**src/rtl/mem_port_arbiter_pkg.sv**
```systemverilog
// mem_port_arbiter_pkg
//   Shared types and constants for the two-port memory arbiter.
//   port_id_t : requester ID (0 = fetch, 1 = LSU)
//   *_NOP     : values driven on the memory side when nothing is selected
package mem_port_arbiter_pkg;
  localparam int ID_W = $clog2(2);
  typedef logic [ID_W-1:0] port_id_t;

  localparam port_id_t   PORT_IF  = 1'b0;
  localparam port_id_t   PORT_LSU = 1'b1;

  localparam logic       WE_NOP   = 1'b0;
  localparam logic [3:0] BE_NOP   = 4'b0000;
endpackage

```
**src/rtl/mem_port_arbiter_id_fifo.sv**
```systemverilog
// arb_id_fifo
//   In-order queue of requester IDs for granted-but-not-returned transactions.
//   Ports: clk, reset (sync, active-high)
//          push_i/din_i : enqueue an ID on grant
//          pop_i        : dequeue the head on response (caller guarantees ~empty)
//          head_o       : ID of the oldest outstanding transaction
//          full_o, empty_o, count_o : occupancy
module arb_id_fifo
  import mem_port_arbiter_pkg::*;
#(
  parameter int DEPTH = 2,
  parameter int CNT_W = $clog2(DEPTH + 1)
) (
  input  logic             clk,
  input  logic             reset,
  input  logic             push_i,
  input  port_id_t         din_i,
  input  logic             pop_i,
  output port_id_t         head_o,
  output logic             full_o,
  output logic             empty_o,
  output logic [CNT_W-1:0] count_o
);
  localparam int PTR_W = (DEPTH > 1) ? $clog2(DEPTH) : 1;

  port_id_t         mem_q [DEPTH];
  logic [PTR_W-1:0] rd_ptr_q, rd_ptr_d, wr_ptr_q, wr_ptr_d;
  logic [CNT_W-1:0] count_q, count_d;

  function automatic logic [PTR_W-1:0] ptr_inc(input logic [PTR_W-1:0] p);
    return (p == PTR_W'(DEPTH - 1)) ? '0 : p + 1'b1;
  endfunction

  always_comb begin
    rd_ptr_d = pop_i  ? ptr_inc(rd_ptr_q) : rd_ptr_q;
    wr_ptr_d = push_i ? ptr_inc(wr_ptr_q) : wr_ptr_q;
    count_d  = count_q;
    case ({push_i, pop_i})
      2'b10:   count_d = count_q + 1'b1;
      2'b01:   count_d = count_q - 1'b1;
      default: count_d = count_q;   // push+pop keeps occupancy, head still moves
    endcase
  end

  always_ff @(posedge clk) begin
    if (reset) begin
      rd_ptr_q <= '0;
      wr_ptr_q <= '0;
      count_q  <= '0;
    end else begin
      rd_ptr_q <= rd_ptr_d;
      wr_ptr_q <= wr_ptr_d;
      count_q  <= count_d;
    end
  end

  // ID storage needs no reset: entries are only read while count_q != 0
  always_ff @(posedge clk) begin
    if (push_i) mem_q[wr_ptr_q] <= din_i;
  end

  assign head_o  = mem_q[rd_ptr_q];
  assign empty_o = (count_q == '0);
  assign full_o  = (count_q == CNT_W'(DEPTH));
  assign count_o = count_q;
endmodule

```
**src/rtl/mem_port_arbiter.sv**
```systemverilog
// mem_port_arbiter
//   Shares one req/gnt/rvalid memory port between fetch (m0) and LSU (m1).
//   Grant and response paths are combinational; issue order is tracked in
//   an ID FIFO so each rvalid is steered back to its originator.
//   Ports: clk, reset (sync, active-high)
//          m0_*/m1_* : requester side (req/addr/we/be/wdata in, gnt/rvalid out)
//          m_rdata   : response data broadcast to both requesters
//          mem_*     : memory side
//          arb_idle  : nothing outstanding, no lock, no request pending
//          arb_err   : sticky, rvalid seen with nothing outstanding
//   Build option: define ARB_ROUND_ROBIN_EN for round-robin contention;
//   otherwise the LSU wins every contention.
module mem_port_arbiter
  import mem_port_arbiter_pkg::*;
#(
  parameter int XLEN      = 32,
  parameter int MAX_OUTST = 2
) (
  input  logic            clk,
  input  logic            reset,
  input  logic            m0_req,
  input  logic [XLEN-1:0] m0_addr,
  input  logic            m0_we,
  input  logic [3:0]      m0_be,
  input  logic [XLEN-1:0] m0_wdata,
  input  logic            m1_req,
  input  logic [XLEN-1:0] m1_addr,
  input  logic            m1_we,
  input  logic [3:0]      m1_be,
  input  logic [XLEN-1:0] m1_wdata,
  output logic            m0_gnt,
  output logic            m1_gnt,
  output logic            m0_rvalid,
  output logic            m1_rvalid,
  output logic [XLEN-1:0] m_rdata,
  output logic            mem_req,
  output logic [XLEN-1:0] mem_addr,
  output logic [XLEN-1:0] mem_wdata,
  output logic            mem_we,
  output logic [3:0]      mem_be,
  input  logic            mem_gnt,
  input  logic            mem_rvalid,
  input  logic [XLEN-1:0] mem_rdata,
  output logic            arb_idle,
  output logic            arb_err
);
  localparam int CNT_W = $clog2(MAX_OUTST + 1);

  logic             lock_q, lock_d;
  port_id_t         lock_id_q, lock_id_d;
  port_id_t         last_q, last_d;
  logic             err_q, err_d;
  port_id_t         owner, contend_id, head;
  logic             owner_req, grant, pop, full, empty;
  logic [CNT_W-1:0] count;

`ifdef ARB_ROUND_ROBIN_EN
  assign contend_id = ~last_q;
`else
  assign contend_id = PORT_LSU;
`endif

  // A locked owner keeps the port until granted so the memory side sees a
  // stable request.
  always_comb begin
    owner = PORT_IF;
    if (lock_q)                owner = lock_id_q;
    else if (m0_req && m1_req) owner = contend_id;
    else if (m1_req)           owner = PORT_LSU;
  end

  assign owner_req = (owner == PORT_LSU) ? m1_req : m0_req;
  assign mem_req   = owner_req & ~full;
  assign grant     = mem_req & mem_gnt;
  assign m0_gnt    = grant & (owner == PORT_IF);
  assign m1_gnt    = grant & (owner == PORT_LSU);

  always_comb begin
    mem_addr  = '0;
    mem_wdata = '0;
    mem_we    = WE_NOP;
    mem_be    = BE_NOP;
    if (owner_req) begin
      if (owner == PORT_LSU) begin
        mem_addr = m1_addr; mem_wdata = m1_wdata; mem_we = m1_we; mem_be = m1_be;
      end else begin
        mem_addr = m0_addr; mem_wdata = m0_wdata; mem_we = m0_we; mem_be = m0_be;
      end
    end
  end

  assign pop       = mem_rvalid & ~empty;
  assign m0_rvalid = pop & (head == PORT_IF);
  assign m1_rvalid = pop & (head == PORT_LSU);
  assign m_rdata   = mem_rdata;

  always_comb begin
    lock_d    = lock_q;
    lock_id_d = lock_id_q;
    if (mem_req && !mem_gnt) begin
      lock_d    = 1'b1;
      lock_id_d = owner;
    end else if (grant) begin
      lock_d    = 1'b0;
    end
    last_d = grant ? owner : last_q;
    err_d  = err_q | (mem_rvalid & empty);
  end

  always_ff @(posedge clk) begin
    if (reset) begin
      lock_q    <= 1'b0;
      lock_id_q <= PORT_IF;
      last_q    <= PORT_LSU;
      err_q     <= 1'b0;
    end else begin
      lock_q    <= lock_d;
      lock_id_q <= lock_id_d;
      last_q    <= last_d;
      err_q     <= err_d;
    end
  end

  arb_id_fifo #(.DEPTH(MAX_OUTST), .CNT_W(CNT_W)) u_id_fifo (
    .clk     (clk),
    .reset   (reset),
    .push_i  (grant),
    .din_i   (owner),
    .pop_i   (pop),
    .head_o  (head),
    .full_o  (full),
    .empty_o (empty),
    .count_o (count)
  );

  // Idle means the outstanding count has drained as well as no lock/request.
  assign arb_idle = (count == '0) & ~lock_q & ~m0_req & ~m1_req;
  assign arb_err  = err_q;
endmodule

```
**config.mk**
```make
export PLATFORM = sky130hd
export DESIGN_NAME = mem_port_arbiter
export DESIGN_NICKNAME = d
export VERILOG_FILES = /design/src/rtl/mem_port_arbiter_pkg.sv /design/src/rtl/mem_port_arbiter_id_fifo.sv /design/src/rtl/mem_port_arbiter.sv
export SDC_FILE = /design/constraint.sdc
export NUM_CORES = 1
export LEC_CHECK = 0
export ABC_AREA = 1
export CORE_AREA = 5 5 106 108
export DETAILED_ROUTE_END_ITERATION = 10
export DIE_AREA = 0 0 111 113
export GPL_ROUTABILITY_DRIVEN = 0
export GPL_TIMING_DRIVEN = 0
export PLACE_DENSITY = 0.71
export SLEW_MARGIN = 30
export SYNTH_ARGS = -nofsm -noshare
export SYNTH_HDL_FRONTEND = slang
export SYNTH_SLANG_ARGS = --single-unit
```
**constraint.sdc**
```tcl
create_clock -name clk -period 2 [get_ports clk]
set_input_delay 0.2 -clock clk [delete_from_list [all_inputs] [get_ports clk]]
set_output_delay 0.2 -clock clk [all_outputs]
set_load 0.03 [all_outputs]
```
Yosys cells after proc, flatten, opt, wreduce, memory -nomap -nowiden
Memories as Yosys holds them, arrays and structs flattened. A register that Yosys moved wholly into a read port is not among the register bits.
Index checks and enable logic that the tools add are counted.
{ "op_classes": {"bitwise": 19, "n_addsub": 4, "n_reduce_logical": 6, "mux": 21, "n_eq_ne": 3} }
{ "op_table": {"columns": ["cell", "count"], "rows": [
  ["32-bit two-way mux", 4],
  ["1-bit two-way mux", 14],
  ["1-bit bitwise AND", 11],
  ["4-bit two-way mux", 2],
  ["1-bit inverter", 7],
  ["2-bit == test, second input constant", 2],
  ["2-bit case mux with 2 select lines", 1],
  ["2-bit nonzero test", 2],
  ["1-bit adder, second input constant", 2],
  ["2-bit by 1-bit adder with 2-bit output, second input constant", 1],
  ["2-bit by 1-bit == test with 1-bit output, second input constant", 1],
  ["1-bit logical AND", 2],
  ["2-bit zero test", 1],
  ["2-bit by 1-bit subtractor with 2-bit output, second input constant", 1],
  ["1-bit zero test", 1],
  ["1-bit bitwise OR", 1]
]} }
{ "word_totals": {"out_inout_bits": 108, "regBits": 7, "mem_count": 1, "ramBits": 2, "input_bits": 176, "word_cells": 60} }
{ "mem_list": {"columns": ["name", "depth", "word_bits", "read_ports", "rd_ports_with_merged_regs", "write_ports", "line_no", "rtl"], "rows": [
  ["u_id_fifo.mem_q", 2, 1, 1, 1, 1, "mem_port_arbiter_id_fifo.sv:26", "port_id_t mem_q [DEPTH];"]
]} }

Depth between registers and ports, before layout
Gate-level depths: netlist (run 1).
{ "logic_depth": {"word_depth": 8, "depth_mapped": 11, "ltp_nobuf": 10} }

By module
Synthesis (run 1) repeated with hierarchy kept, for this count alone.
{ "unflattened": {"hier_cells": 473, "hier_area_um2": 2168.3} }
{ "by_module_without_submodules": {"columns": ["module", "seq_area_each_um2", "area_per_inst_um2", "instances", "cells_each"], "rows": [
  ["mem_port_arbiter", 60.1, 1871.8, 1, 437],
  ["arb_id_fifo", 160.2, 296.5, 1, 36]
]} }

Worst setup path after synthesis (run 1)
OpenSTA, ideal clock, no wires.
{ "synth_path": {"path_kind": "flip-flop to flip-flop", "start": "reg lock_q", "end": "reg u_id_fifo.count_q[1], in the netlist u_id_fifo.count_o[1]", "path_buffers": 1, "t_required_ns": 1.922, "slack_ns": 0.503, "period_less_slack_ns": 1.497, "t_arrival_ns": 1.419, "setup_time_ns": 0.078, "path_stages_with_launch": 11, "path_cell_list": "dfxtp_1 -> nand2_1 -> nand2_4 -> nand2_2 -> nand2_2 -> buf_6 -> nand3_4 -> ha_1 -> inv_1 -> and3_1 -> nor3_1"} }
{ "synth_between": {"elab_chain_len": 6, "elab_cells_between_ends": 8, "cone_classes": "eq/ne: 2; mux: 3; bitwise: 2; reduce/logical: 1"} }
{ "synth_rtl": {"columns": ["element", "line_no", "rtl"], "rows": [
  ["from (decl)", "mem_port_arbiter.sv:49", "logic lock_q, lock_d;"],
  ["from (signal assigned)", "mem_port_arbiter.sv:117", "lock_q <= lock_d;"],
  ["1-bit two-way mux *", "mem_port_arbiter.sv:67", "if (lock_q) owner = lock_id_q;"],
  ["1-bit two-way mux *", "mem_port_arbiter.sv:72", "assign owner_req = (owner == PORT_LSU) ? m1_req : m0_req;"],
  ["1-bit bitwise AND *", "mem_port_arbiter.sv:73", "assign mem_req = owner_req & ~full;"],
  ["1-bit bitwise AND *", "mem_port_arbiter.sv:74", "assign grant = mem_req & mem_gnt;"],
  ["2-bit by 1-bit == test with 1-bit output or 2-bit == test (tied branches)", "mem_port_arbiter_id_fifo.sv:38", "case ({push_i, pop_i})"],
  ["2-bit case mux with 2 select lines or 2-bit nonzero test (tied branches)", null, null],
  ["to (signal assigned)", "mem_port_arbiter_id_fifo.sv:53", "count_q <= count_d;"],
  ["to (decl)", "mem_port_arbiter_id_fifo.sv:28", "logic [CNT_W-1:0] count_q, count_d;"]
]} }
Every way passes the cells marked *; elsewhere a longest branch is shown, timed or not.
A chain may end at the register's enable or synchronous reset.

Worst setup path after layout (run 1)
{ "layout_path": {"start": "in m1_req", "end": "out mem_addr[31]"} }
{ "layout_between": {"elab_chain_len": 5, "elab_cells_between_ends": 7, "cone_classes": "mux: 6; reduce/logical: 1"} }
{ "layout_rtl": {"columns": ["element", "line_no", "rtl"], "rows": [
  ["from (decl)", "mem_port_arbiter.sv:26", "input logic m1_req,"],
  ["1-bit two-way mux or 1-bit logical AND (tied branches)", "mem_port_arbiter.sv:69, mem_port_arbiter.sv:68", null],
  ["1-bit two-way mux", "mem_port_arbiter.sv:68", "else if (m0_req && m1_req) owner = contend_id;"],
  ["1-bit two-way mux", "mem_port_arbiter.sv:67", null],
  ["32-bit two-way mux or 1-bit two-way mux (tied branches)", "mem_port_arbiter.sv:84, mem_port_arbiter.sv:72", null],
  ["32-bit two-way mux *", "mem_port_arbiter.sv:83", "if (owner_req) begin"],
  ["to (decl)", "mem_port_arbiter.sv:37", "output logic [XLEN-1:0] mem_addr,"]
]} }
Marked as above.

==> results.yml, run 1 <==
critical_path:
  crit_path_top_delay_cell: "sky130_fd_sc_hd__clkdlybuf4s50_1"
  critical_path_depth: 10
  r2r-end: "u_id_fifo.count_o[1]"
  crit_path_end: "mem_addr[31]"
  slowest_delay_ns: 0.44
  critPathLaunchType: "input pin"
  crit_chain: "clkdlybuf4s50_1 -> inv_1 -> nand2_4 -> nand2_4 -> nand2_2 -> nand2_2 -> buf_2 -> nand2_1 -> inv_1 -> clkdlybuf4s15_2"
  worst_setup_path_end_kind: "output port"
  critical_path.reg2reg.startpoint: "lock_q"
  critical_path.startpoint: "m1_req"
  reg2reg_depth: 10
  ff2ff_setup_slack_ns: 0.21
  critical_path_class: "input pin to output port"
  cp.buffers_inverters: 5
  critical_path_arrival_ns: 1.73
  crit_required_ns: 1.80
  worstPathMaxFanout: 10
  critPathTopFamily: "buffers and inverters"
grt:
  vias_in_the_first_global_route: 3365
  gr-usage-met2_pct: 31.2
  globalRoute.totalOverflow: 0
  antenna_violations_before_repair: 0
  grt_max_degree: 12
  grt_busiest_layer: "met2"
  met3_usage_pct: 3.90
  grt.total_usage_pct: 16.2
  grt_first_pass_wirelength_mm: 16.9
  grt_use_met1_pct: 18.1
logic_synthesis:
  post_synth_instance_area_um2: 2160
  yosys-mux-area-fraction_pct: 0
  synth.ff_latch_count: 10
  synth_top_flop_cell: "sky130_fd_sc_hd__dfxtp_1"
  synth_compound_gate_area_share_pct: 2.08
  synth-async-reset-ratio_pct: 0
  yosysUniqueCellTypes: 21
  synthXorXnorAreaFrac_pct: 0.405
  postSynthAreaPerCell_um2: 4.62
  largest_family_of_logic_cells_by_synthesized_area: "simple AND/OR/NAND/NOR gates"
  postSynthCellCount: 468
  synth_fp_nets: 645
  synth.yosys.seq_area_share_pct: 10.2
  number_of_enable_flip_flop_cells_after_synthesis: 2
  synth-simple-area-share_pct: 55.1
  yosys.area_share.adder_pct: 0.579
  ys_warn_count: 0
layout:
  syn2layout_area_growth_pct: 118
  most_common_cell_after_layout_fill_and_taps_aside: "sky130_fd_sc_hd__nand2_1"
  design_area_um2: 4720
  mostFrequentLayoutCells: "287 x sky130_fd_sc_hd__nand2_1, 177 x sky130_fd_sc_hd__clkdlybuf4s50_1, 85 x sky130_fd_sc_hd__inv_1, 53 x sky130_fd_sc_hd__buf_2, 38 x sky130_fd_sc_hd__buf_4"
  num-nets-final: 904
  drive_above_1_share_pct: 19.0
  n_antenna_cell: 0
timing:
  post-route-period-util_pct: 96.3
  max_clock_freq_mhz: 519
  clock_skew_ns: 0.00499
  setup_violations: 0
  period_needed_ns: 1.93
  slew_headroom_pct: 75.4
  final_max_slew_viol_count: 0
  worst-slew-pin-transition_ns: 0.368
  fin_hold_viols: 0
  rsz_0062_raised_after_global_routing: "yes"
  final.hold.worst_slack_ns: 0.447
pwr:
  cellPowerDensity_nw_per_um2: 564
  power.leakage_nw: 2.97
  ir_worst_vdd_mv: 0.459
clock_network:
  ctsHoldBuffers: 0
  cts.root.buffer_cell: "sky130_fd_sc_hd__clkbuf_8"
  cts_tree: "yes"
  clkLatencyLatePin_ns: 0.24
  clock_slew_at_the_register_clock_pins_of_the_worst_setup_and_hold_paths_ns: 0.05
  clock-sinks: 10
  cts_buffer_depth: 2
  tritoncts.num_buffers: 3
  htree_levels: 1
placement:
  dpl-instance-area_um2: 4840
  buffer_ports.inserted: 251
  post-dp-hpwl_mm: 9.47
min_path:
  worst_hold_path_type: "flip-flop to flip-flop"
drt:
  detailedRoute.firstIterationViolations: 251
  detailedRoute.firstPassIterationCount: 4
  drt-wirelength-per-cell_um: 12.8
  wirelength_mm: 11.1
  num_vias: 3434
  final_routed_drc_violation_total: 0
  detail_route.vias_per_cell: 3.98
  final_antenna_net_count: 0
floorplan:
  fp.dieArea_um2: 12500
  dieWidth_um: 111
  starting_density_of_the_core_pct: 21.3
  coreArea_um2: 10100
  top_level_pins: 284
  std_cell_rows: 37
  overall_die_height_um: 113
job:
  max_cap_violation_count: 0
status:
  run_status: "finished clean"
Yosys cell counts (2+ instances only):
library cell / n / share of area, %
sky130_fd_sc_hd__nand2_1: 288 / 50
sky130_fd_sc_hd__buf_4: 37 / 13
sky130_fd_sc_hd__nor2_1: 9 / 1.6
sky130_fd_sc_hd__a21oi_1: 6 / 1.4
sky130_fd_sc_hd__clkbuf_1: 6 / 1.0
sky130_fd_sc_hd__inv_1: 85 / 15
sky130_fd_sc_hd__o21ai_0: 3 / 0.69
sky130_fd_sc_hd__buf_2: 10 / 2.3
sky130_fd_sc_hd__edfxtp_1: 2 / 2.8
sky130_fd_sc_hd__nand4_1: 2 / 0.58
sky130_fd_sc_hd__nand2_2: 2 / 0.58
sky130_fd_sc_hd__dfxtp_1: 8 / 7.4
sky130_fd_sc_hd__nor3_1: 2 / 0.46
stage by stage:
step / TNS, ns / utilization (%) / setup WS, ns / cells / power, W
2_1_floorplan: 0 / - / 0.503 / 468 / 0.00156
3_3_place_gp: -39.58 / 47.8 / -0.728 / 855 / 0.00254
3_5_place_dp: -40.69 / 47.8 / -0.734 / 855 / 0.00256
4_1_cts: 0 / 46.0 / 0.00626 / 863 / 0.00265
5_1_grt: -0.0486 / 46.5 / -0.0345 / 862 / 0.00288
6_report: 0 / 46.5 / 0.0733 / 862 / 0.00266
worst min-delay path by stage:
stage                         endpoint  cells after the start          startpoint
floorplan                       lock_q                      1               reset
global placement    u_id_fifo.rd_ptr_q                      1  u_id_fifo.rd_ptr_q
detailed placement           flip-flop                      1  u_id_fifo.rd_ptr_q
CTS                          flip-flop                      1  u_id_fifo.rd_ptr_q
global route        u_id_fifo.rd_ptr_q                      1  u_id_fifo.rd_ptr_q
finish                       flip-flop                      1  u_id_fifo.rd_ptr_q
repair_timing:
item	in CTS	in global routing
setup endpoints to repair	72	63
pin swaps	1	0
resized for setup	370	46
gates cloned	1	0
setup buffers	3	0
kinds of logic (layout without fill, tap and decap cells):
| group | count (synthesis) | after routing |
|---|---|---|
| AND/OR/NAND/NOR | 307 | 308 |
| XOR/XNOR | 1 | 1 |
| AO/OA/AOI/OAI | 9 | 9 |
| adder cells (fa/ha/maj) | 1 | 1 |
| buffers and inverters | 140 | 397 |
| flip-flops | 10 | 10 |
worst register-to-register path: stages (launching register included):
cell and delay, ns:
sky130_fd_sc_hd__dfxtp_1 0.35, sky130_fd_sc_hd__nand2_1 0.17, sky130_fd_sc_hd__nand2_4 0.15, sky130_fd_sc_hd__nand2_2 0.06, sky130_fd_sc_hd__nand2_2 0.07, sky130_fd_sc_hd__buf_8 0.16
sky130_fd_sc_hd__nand3_4 0.10, sky130_fd_sc_hd__ha_1 0.20, sky130_fd_sc_hd__xor2_1 0.17, sky130_fd_sc_hd__and3_1 0.18, sky130_fd_sc_hd__nor3_1 0.04
flip-flops by register name, summed over array words and instances (netlist names), named ones only:
signal,cells
u_id_fifo.rd_ptr_q,1
lock_id_q,1
u_id_fifo.mem_q,2
lock_q,1
u_id_fifo.wr_ptr_q,1
u_id_fifo.count_o,2
arb_err,1
routing by layer:
layer	wire [um]	vias up	part of all wire, %
met2	5830	152	53
met5	0	-	0
met1	4290	1462	39
li1	-	1810	-
met4	130	0	1.2
met3	814	10	7.4
power by group:
part	switching (W)	leakage (nW)	internal (W)
clock network	0.0000801	0.0228	0.000140
registers	0.0000256	0.0845	0.000246
logic	0.00129	2.86	0.000876
layout make-up:
type | instances | area [um^2]
tap | 136 | 170
buffer | 53 | 447
fill | 1088 | 5420
multi-input combinational | 319 | 1270
sequential | 10 | 220
inverter | 86 | 330
timing repair buffer | 254 | 2230
clock buffer | 4 | 45.0
Note: power is estimated with default switching activity, not from simulation.
==> run 2: changes to the inputs <==
PLACE_DENSITY = 0.77   (was 0.71)
SKIP_LAST_GASP = 1   (was not set)
SYNTH_HIERARCHICAL = 1   (was not set)
==> run 2 against run 1 <==
Combinational power rose by 5%. First-iteration DRC count down 36%. Sequential share of layout area barely moved. Routed wire length rose by 0.38%. Worst setup slack improved by 0.040 ns. Critical path depth is 1 higher. Final cell count is 0.70% higher. Register-to-register slack got worse by 0.04 ns. Clock power fell by 4%. Critical endpoint is now mem_wdata[27].
==> results.yml, run 2 <==
layout:
  n_antenna_cell: 0
  most_common_cell_after_layout_fill_and_taps_aside: "sky130_fd_sc_hd__nand2_1"
  syn2layout_area_growth_pct: 121
  num-nets-final: 910
  fillcell_total: 1084
  mostFrequentLayoutCells: "286 x sky130_fd_sc_hd__nand2_1, 176 x sky130_fd_sc_hd__clkdlybuf4s50_1, 84 x sky130_fd_sc_hd__inv_1, 56 x sky130_fd_sc_hd__buf_4, 52 x sky130_fd_sc_hd__buf_2"
  post_layout_nonfiller_instances: 868
  finalCoreUtilization_pct: 47.2
  drive_above_1_share_pct: 19.5
logic_synthesis:
  postSynthCellCount: 473
  post_synth_instance_area_um2: 2170
  post_synth_main_area_contributors: "sky130_fd_sc_hd__nand2_1 50%, sky130_fd_sc_hd__inv_1 15%, sky130_fd_sc_hd__buf_4 11%"
  post_synthesis_cell_type_with_the_largest_combined_area: "sky130_fd_sc_hd__nand2_1"
  synth.yosys.seq_area_share_pct: 10.2
  postSynthAreaPerCell_um2: 4.58
  synth.top_cells.by_count: "290 x sky130_fd_sc_hd__nand2_1, 86 x sky130_fd_sc_hd__inv_1, 32 x sky130_fd_sc_hd__buf_4"
  synth_top_flop_cell: "sky130_fd_sc_hd__dfxtp_1"
  synth_fp_nets: 650
  synth-async-reset-ratio_pct: 0
  number_of_enable_flip_flop_cells_after_synthesis: 2
  synth.ff_latch_count: 10
  post-synth-top-area-fraction_pct: 50.2
  ys_warn_count: 6
  synthMostInstantiatedCell: "sky130_fd_sc_hd__nand2_1"
  yosysUniqueCellTypes: 22
min_path:
  worst_hold_path_type: "flip-flop to flip-flop"
pwr:
  total_switching_power_w: 0.00146
  totalPowerFinal_w: 0.00277
  ir_worst_vdd_mv: 0.417
  power.share.sequential_pct: 10.0
  clock_power_share_pct: 7.6
  cellPowerDensity_nw_per_um2: 580
  p_sw_share_pct: 52.8
  power.leakage_nw: 2.97
  internal_power_w: 0.00131
  comb_power_share_pct: 82.4
timing:
  clock_skew_ns: 0.000641
  rsz_0062_raised_after_global_routing: "yes"
  slew_headroom_pct: 76.6
  period_needed_ns: 1.89
  setup_total_negative_slack_ns: 0
  post-route-period-util_pct: 94.3
  final.hold.worst_slack_ns: 0.477
  max_clock_freq_mhz: 530
  worst-slew-pin-transition_ns: 0.349
  setup_violations: 0
  fin_hold_viols: 0
  final_max_slew_viol_count: 0
floorplan:
  std_cell_rows: 37
  coreArea_um2: 10100
  overall_die_height_um: 113
  dieWidth_um: 111
  fp.dieArea_um2: 12500
  top_level_pins: 284
  starting_density_of_the_core_pct: 21.4
grt:
  met3_usage_pct: 4.06
  globalRoute.totalOverflow: 0
  vias_in_the_first_global_route: 3196
  grt_first_pass_wirelength_mm: 16.6
  grt_busiest_layer: "met2"
  grt_max_degree: 12
  grt.total_usage_pct: 16.1
  gr-usage-met2_pct: 31.1
  antenna_violations_before_repair: 0
  grt_use_met1_pct: 18.1
clock_network:
  clkLatencyLatePin_ns: 0.23
  htree_levels: 1
  ctsHoldBuffers: 0
  clock_slew_at_the_register_clock_pins_of_the_worst_setup_and_hold_paths_ns: 0.05
  cts.root.buffer_cell: "sky130_fd_sc_hd__clkbuf_8"
  clock-sinks: 10
  cts_tree: "yes"
  cts_buffer_depth: 2
  tritoncts.num_buffers: 3
drt:
  final_antenna_net_count: 0
  detailedRoute.firstPassIterationCount: 4
  detailedRoute.firstIterationViolations: 161
  drt-wirelength-per-cell_um: 12.8
  num_vias: 3371
  wirelength_mm: 11.1
  detail_route.vias_per_cell: 3.88
  final_routed_drc_violation_total: 0
job:
  max_cap_violation_count: 0
placement:
  buffer_ports.inserted: 251
  place_inst: 860
  post-dp-hpwl_mm: 9.27
critical_path:
  worst_setup_path_end_kind: "output port"
  critical_path_arrival_ns: 1.69
  critical_path_class: "flip-flop to output port"
  critPathLaunchType: "flip-flop"
  worstPathMaxFanout: 10
  crit_required_ns: 1.80
status:
  run_status: "finished clean"
## run 2: changes by cell type after synthesis, sizes merged, moves of 2 or more
cell	change
nor2	+7
clkbuf	-4
a21oi	-3
buf	+3
nand2	+2
o21ai	-2
## run 2: cell type report
cell class,count,area [um^2],area share [%]
repair buffers,256,2300,48.1
flip-flops and latches,10,221,4.63
multi-input cells,323,1300,27.2
plain buffers,52,414,8.66
clock inverters,1,3.75,0.0785
inverters,87,332,6.93
clock buffers,3,41.3,0.863
well taps,136,170,3.56
## run 2: power groups by stage
stage	logic (W)	registers [W]	clock network (W)
after floorplan	0.00134	0.000280	0
after global placement	0.00237	0.000277	0
after detailed placement	0.00238	0.000280	0
after CTS	0.00237	0.000276	0.000221
after global routing	0.00249	0.000285	0.000228
final	0.00228	0.000278	0.000211
## run 2: through the flow
step	setup slack, ns	area (um^2)
after floorplan	0.0538	2170
after global placement	-0.655	4850
after detailed placement	-0.657	4850
after CTS	-0.0269	4970
after global routing	-0.0356	4780
final	0.113	4780
## run 2: logic make-up (layout without fill, tap and decap cells)
logic type | count (synthesis) | after routing | synth area share [%]
flip-flops | 10 | 10 | 10.2
AO/OA/AOI/OAI | 4 | 4 | 0.923
XOR/XNOR | 1 | 1 | 0.404
multiplexers | 1 | 1 | 0.519
adder cells (fa/ha/maj) | 1 | 1 | 0.577
AND/OR/NAND/NOR | 316 | 316 | 56.0
buffers and inverters | 140 | 399 | 31.4
## run 2: final timing paths
path,startpoint,to,slack (ns),depth (start not counted)
min reg2reg,arb_err,arb_err,0.48,2
max reg2reg,lock_id_q,u_id_fifo/count_o[1],0.17,16
max,lock_id_q,mem_wdata[27],0.11,11
min,arb_err,arb_err,0.48,2
## run 2: metal layers
layer	share of wire, %	vias to the layer above	wire [um]
met1	40	1399	4420
met5	0	-	0
met3	7.7	6	858
met2	52	145	5770
met4	0.51	0	57
li1	-	1821	-
## run 2: repair_timing
item,in CTS,in global routing
setup buffers,3,2
pin swaps,3,2
setup endpoints to repair,74,69
gates resized for setup,305,84
## run 2: worst max-delay path, stage by stage, from the launching register on
cell and delay [ns]:
sky130_fd_sc_hd__dfxtp_1 0.31, sky130_fd_sc_hd__inv_1 0.08, sky130_fd_sc_hd__nand2_2 0.10, sky130_fd_sc_hd__nand2_8 0.13
sky130_fd_sc_hd__nand2_4 0.06, sky130_fd_sc_hd__nand2_4 0.10, sky130_fd_sc_hd__buf_12 0.12, sky130_fd_sc_hd__buf_8 0.14
sky130_fd_sc_hd__buf_8 0.13, sky130_fd_sc_hd__nand2_1 0.05, sky130_fd_sc_hd__inv_1 0.04, sky130_fd_sc_hd__buf_2 0.18
==> run 3: changes to the inputs <==
PLACE_DENSITY = 0.69   (was 0.77)
SLEW_MARGIN = not set   (was 30)
==> run 3 against run 2 <==
First-iteration DRC count rose by 9.9%. Utilization increased by 0.83 points. Worst setup slack got worse by 0.031 ns. Sequential cell count is the same. Sequential share of layout area fell by 0.080 points. Clock power is essentially flat. Die area is the same. Routed wire length increased by 2.0%. Global-route usage grew 0.50 points. Combinational power barely moved. Final cell count decreased by 0.23%. Critical path type unchanged.
==> results.yml, run 3 (synthesized netlist as in run 2, its figures left out) <==
status:
  run_status: "finished clean"
critical_path:
  worstPathMaxFanout: 10
  worst_setup_path_end_kind: "output port"
  critical_path_class: "flip-flop to output port"
  critical_path.reg2reg.startpoint: "lock_id_q"
  crit_required_ns: 1.80
  ff2ff_setup_slack_ns: 0.16
  slowest_delay_ns: 0.35
  critPathLaunchType: "flip-flop"
  crit_chain: "inv_1 -> nand2_2 -> nand2_4 -> nand2_4 -> nand2_8 -> buf_4 -> buf_8 -> buf_8 -> nand2_1 -> inv_1 -> buf_4"
  r2r-end: "u_id_fifo/count_o[1]"
  reg2reg_depth: 16
  critical_path_arrival_ns: 1.72
  crit_path_top_delay_cell: "sky130_fd_sc_hd__dfxtp_2"
pwr:
  ir_worst_vdd_mv: 0.560
  internal_power_w: 0.00132
  clock_power_share_pct: 7.6
  power.share.sequential_pct: 9.9
  cellPowerDensity_nw_per_um2: 572
  power.leakage_nw: 2.93
  p_sw_share_pct: 52.7
  comb_power_share_pct: 82.4
  total_switching_power_w: 0.00147
grt:
  grt_first_pass_wirelength_mm: 17.3
  antenna_violations_before_repair: 0
  vias_in_the_first_global_route: 3437
  grt_max_degree: 12
  globalRoute.totalOverflow: 0
  grt.total_usage_pct: 16.5
clock_network:
  clock_slew_at_the_register_clock_pins_of_the_worst_setup_and_hold_paths_ns: 0.05
  cts_buffer_depth: 2
  htree_levels: 1
  tritoncts.num_buffers: 3
  cts_tree: "yes"
  clkLatencyLatePin_ns: 0.24
  clock-sinks: 10
  cts.root.buffer_cell: "sky130_fd_sc_hd__clkbuf_8"
timing:
  final_max_slew_viol_count: 0
  clock_skew_ns: 0.00448
  post-route-period-util_pct: 95.9
  setup_violations: 0
  slew_headroom_pct: 73.2
  fin_hold_viols: 0
  max_clock_freq_mhz: 521
  period_needed_ns: 1.92
  worst-slew-pin-transition_ns: 0.401
  rsz_0062_raised_after_global_routing: "yes"
  final.hold.worst_slack_ns: 0.454
layout:
  syn2layout_area_growth_pct: 125
  mostFrequentLayoutCells: "287 x sky130_fd_sc_hd__nand2_1, 175 x sky130_fd_sc_hd__clkdlybuf4s50_1, 83 x sky130_fd_sc_hd__inv_1, 46 x sky130_fd_sc_hd__buf_4, 38 x sky130_fd_sc_hd__buf_2"
  finalCoreUtilization_pct: 48.0
  num-nets-final: 908
  fillcell_total: 1086
  drive_above_1_share_pct: 19.3
  multiInputGateArea_um2: 1290
  seqCellArea_um2: 221
  n_antenna_cell: 0
  most_common_cell_after_layout_fill_and_taps_aside: "sky130_fd_sc_hd__nand2_1"
drt:
  wl_met2_mm: 5.80
  final_routed_drc_violation_total: 0
  detailedRoute.firstIterationViolations: 177
  detailedRoute.firstPassIterationCount: 4
  num_vias: 3539
  drt-wirelength-per-cell_um: 13.1
  detail_route.vias_per_cell: 4.09
  wirelength_mm: 11.3
  post_route_m1_wl_mm: 4.43
  maxUsedRoutingLayer: "met4"
  routed-wl-met3_um: 972
  final_antenna_net_count: 0
floorplan:
  dieWidth_um: 111
  top_level_pins: 284
  starting_density_of_the_core_pct: 21.4
  overall_die_height_um: 113
  fp.dieArea_um2: 12500
  coreArea_um2: 10100
  std_cell_rows: 37
job:
  max_cap_violation_count: 0
min_path:
  min_delay_startpoint: "m1_req"
  worst_hold_path.num_cells: 5
  worst_hold_path_type: "input pin to flip-flop"
  min_delay_worst_endpoint: "lock_q"
placement:
  post-dp-hpwl_mm: 9.70
  buffer_ports.inserted: 251
-- run 3: cell count changes in the layout (fill, tap and decap cells not counted), sizes merged --
cell / before / now
clkdlybuf4s15: 8 / 34
clkdlybuf4s50: 176 / 175
dlygate4sd2: 1 / 2
buf: 115 / 88
clkdlybuf4s18: 2 / 1
-- run 3: routing by layer --
metal	up-vias	track usage, %
met3	10	4.65
met1	1544	18.6
met5	-	0
met2	171	31.8
li1	1814	-
met4	0	1.97
-- run 3: worst max path at each step --
stage                     startpoint              endpoint  slack [ns]
final                         lock_q         mem_wdata[26]        0.08
after global routing          lock_q         mem_wdata[23]       -0.04
after CTS                     m1_req          mem_addr[10]       -0.05
after detailed placement      m1_req           mem_addr[3]       -0.59
after global placement        m1_req             mem_be[3]       -0.58
after floorplan               lock_q  u_id_fifo/count_o[1]        0.05
-- run 3: critical path, delay by kind of cell, from the launching register on --
family / cells / cell delay, ns
buffers and inverters: 6 / 0.67
DFF: 1 / 0.35
and+or+nand+nor: 5 / 0.45
-- run 3: power by group through the flow --
stage | clock network, W | logic [W] | registers [W]
after global placement | 0 | 0.00236 | 0.000277
final | 0.000213 | 0.00230 | 0.000276
after floorplan | 0 | 0.00134 | 0.000280
after detailed placement | 0 | 0.00239 | 0.000279
after global routing | 0.000225 | 0.00250 | 0.000283
after CTS | 0.000222 | 0.00235 | 0.000275
-- run 3: final cells by class --
type,instances,share of cell area [%]
Multi-Input combinational cell,323,26.5
Buffer,52,8.02
Clock buffer,3,0.848
Clock inverter,1,0.0771
Inverter,87,6.81
Tap cell,136,3.50
Sequential cell,10,4.55
Timing Repair Buffer,254,49.7
-- run 3: repair_timing --
| action | CTS | global route |
|---|---|---|
| endpoints found under the setup margin | 75 | 76 |
| setup buffers | 2 | 1 |
| hold buffers | 0 | 0 |
| pin swaps | 2 | 4 |
| gates resized for setup | 260 | 68 |
| gates cloned | 0 | 0 |
-- run 3: through the flow --
| stage | cell area, um^2 | setup WS [ns] | setup TNS, ns | power, W | instances |
|---|---|---|---|---|---|
| floorplan | 2170 | 0.0538 | 0 | 0.00162 | 473 |
| global placement | 4850 | -0.581 | -36.69 | 0.00264 | 860 |
| detailed placement | 4850 | -0.591 | -37.13 | 0.00267 | 860 |
| CTS | 4970 | -0.0532 | -1.20 | 0.00285 | 866 |
| global route | 4870 | -0.0419 | -0.618 | 0.00301 | 866 |
| finish | 4870 | 0.0821 | 0 | 0.00278 | 866 |
==> variant, RTL diff (config.mk and constraints of run 3) <==
The option `ARB_ROUND_ROBIN_EN` is turned on by a define.
--- a/src/rtl/mem_port_arbiter.sv
+++ b/src/rtl/mem_port_arbiter.sv
@@ -10,6 +10,8 @@
 //          arb_err   : sticky, rvalid seen with nothing outstanding
 //   Build option: define ARB_ROUND_ROBIN_EN for round-robin contention;
 //   otherwise the LSU wins every contention.
+`define ARB_ROUND_ROBIN_EN
+
 module mem_port_arbiter
   import mem_port_arbiter_pkg::*;
 #(
Behaviour: not the same (Yosys sat finds a counterexample within 4 cycles, from zero or initial values and one cycle with reset high).
==> variant against run 3 <==
- sequential cell count increased by 1
- routed wire length is 3.0% higher
- sequential share of layout area increased by 0.43 points
- power decreased by 4.8%
- setup slack gained 0.029 ns
- design area fell by 0.95%
- area after synthesis rose by 5.2%
- critical path depth is 2 lower
==> variant: results (changes against run 3) <==
\begin{tabular}{lr}
\hline
Metric & Value \\
\hline
\multicolumn{2}{l}{\textbf{Critical path}} \\
Cell family contributing the most delay on the critical path & buffers and inverters (unchanged) \\
Critical path's largest stage delay & 0.32 ns (was 0.35 ns) \\
Worst Path Max Fanout & 10 (unchanged) \\
CP arrival & 1.69 ns (was 1.72 ns) \\
Worst path slowest cell & dfxtp\_1 (was dfxtp\_2) \\
\multicolumn{2}{l}{\textbf{Clock tree}} \\
Post CTS Setup Buffer Count & 0 (was 2) \\
Max clock buf depth & 2 (unchanged) \\
Clk Tree Root Cell & clkbuf\_8 (unchanged) \\
H-tree depth & 1 (unchanged) \\
Register clock-pin slew on the reported worst setup and hold paths & 0.05 ns (about the same) \\
Cts bufs inserted & 3 (unchanged) \\
Worst-Skew Late Latency & 0.23 ns \\
\multicolumn{2}{l}{\textbf{Placed design}} \\
Dpl hpwl & 9700 um (about the same) \\
Port buffer count & 251 (unchanged) \\
\multicolumn{2}{l}{\textbf{Yosys}} \\
Yosys warnings & 6 (unchanged) \\
Sequential fraction of the synthesis area & 10.5\% (was 10.2\%) \\
Synth cell types & 22 (unchanged) \\
Net count of the mapped netlist & 657 (was 650) \\
Synth cell count leaders & nand2\_1 (290), inv\_1 (86), buf\_4 (32), nor2\_1 (15) (was nand2\_1 (290), inv\_1 (86), buf\_4 (32), buf\_2 (17), nor2\_1 (16)) \\
Asr flop ratio synth & 0\% (unchanged) \\
EDFF count, synth & 2 (unchanged) \\
Leading register cell type out of synthesis & dfxtp\_1 (unchanged) \\
Cell types with the largest area share after synthesis & nand2\_1 (48\%), inv\_1 (14\%), buf\_4 (11\%) (was nand2\_1 (50\%), inv\_1 (15\%), buf\_4 (11\%)) \\
\multicolumn{2}{l}{\textbf{Power and ir drop}} \\
Peak ir drop on the vdd network & 0.408 mV (was 0.560 mV) \\
Static leakage & 3.03 nW (was 2.93 nW) \\
\multicolumn{2}{l}{\textbf{Route}} \\
Detailed-route wire length per cell & 13.4 um (was 13.1 um) \\
DR vias & 3500 (was 3539) \\
DRC marker count from the first detailed-route iteration & 187 (was 177) \\
DRT Pass-1 Iters & 4 (unchanged) \\
\multicolumn{2}{l}{\textbf{STA}} \\
Clock Skews & 0.00265 ns (was 0.00448 ns) \\
Pin slew with the least headroom to its limit & 0.336 ns (was 0.401 ns) \\
\multicolumn{2}{l}{\textbf{Global route}} \\
First-pass GRT wire length & 17400 um (was 17300 um) \\
Pin count of the biggest net entering global routing & 12 (unchanged) \\
Via count of the first global-routing pass & 3429 (was 3437) \\
Initial antenna violation count & 0 (unchanged) \\
GRT Overall Usage & 16.6\% (was 16.5\%) \\
\multicolumn{2}{l}{\textbf{Min path}} \\
Hold crit path type & flop to flop (was input pin to flop) \\
\multicolumn{2}{l}{\textbf{Finish}} \\
Number of nets at the end of the flow & 915 (was 908) \\
Fill cell total of the finished layout & 1068 (was 1086) \\
Number of antenna diodes & 0 (unchanged) \\
Layout cells sized above 1 & 18.6\% (was 19.3\%) \\
\multicolumn{2}{l}{\textbf{Outcome}} \\
Status & finished, final reports clean (unchanged) \\
\hline
\end{tabular}
-- variant: changes by cell type after synthesis, moves of 2 or more --
cell	change
buf_2	-6
buf_6	+9
clkbuf_1	-2
nand3_1	+3
nand4_1	+2
-- variant: what timing repair did --
item                       4_1_cts  5_1_grt
pin swaps                        0        2
hold buffers                     0        0
gates cloned                     0        2
gates resized for setup        324       66
setup endpoints to repair       72       73
-- variant: kinds of logic after synthesis --
group           Yosys count  synth area share (%)
compound gates            4                 0.877
xor+xnor                  1                 0.384
fa+ha+maj                 1                 0.548
mux                       1                 0.494
simple gates            320                  54.2
buf+inv                 142                  33.0
flops                    11                  10.5
-- variant: layout make-up --
cell class / instances / area [um^2] / area share [%]
timing repair buffer: 252 / 2220 / 46.1
multi-input combinational: 328 / 1320 / 27.3
buffer: 54 / 495 / 10.3
inverter: 88 / 333 / 6.90
sequential: 11 / 240 / 4.98
tap: 136 / 170 / 3.53
clock buffer: 4 / 45.0 / 0.934
-- variant: where the power goes --
| part | total (mW) | switching (mW) | internal, mW |
|---|---|---|---|
| Sequential | 0.303 | 0.0328 | 0.271 |
| Combinational | 2.13 | 1.25 | 0.881 |
| Clock | 0.219 | 0.0794 | 0.140 |
-- variant: routing by layer --
metal  GRT usage, %  vias to the layer above  share of wire (%)
li1               -                     1846                  -
met1           19.3                     1486                 41
met2           31.3                      158                 51
met3           3.37                       10                6.9
met4           3.61                        0                1.1
met5              0                        -                  0
-- variant: path summary, 6_finish.rpt --
| kind | startpoint | to | slack [ns] | cells after the start |
|---|---|---|---|---|
| max | lock_q | mem_wdata[17] | 0.11 | 9 |
| min | arb_err | arb_err | 0.48 | 2 |
| max reg2reg | lock_q | u_id_fifo/count_o[1] | 0.25 | 12 |
| min reg2reg | arb_err | arb_err | 0.48 | 2 |
-- variant: through the flow --
step                power (mW)  cells  cell area, um^2  setup TNS [ns]  worst slack, ns
global placement          2.53    867             4960          -35.98           -0.601
global route              2.86    873             4820               0          0.00697
detailed placement        2.55    867             4960          -38.23           -0.622
floorplan                 1.57    480             2280               0            0.486
CTS                       2.68    871             4860          -0.822          -0.0471
finish                    2.65    873             4820               0            0.111
-- variant: worst reg2reg max path, cell delays in order (launching register included) --
cell     delay (ns)
dfxtp_1        0.32
inv_2          0.08
nand3_2        0.12
nand3_1        0.12
nand4_1        0.16
inv_1          0.15
inv_1          0.07
ha_1           0.32
inv_1          0.08
nand2_1        0.05
nor2_1         0.08
nor2_1         0.04
nor2_1         0.09
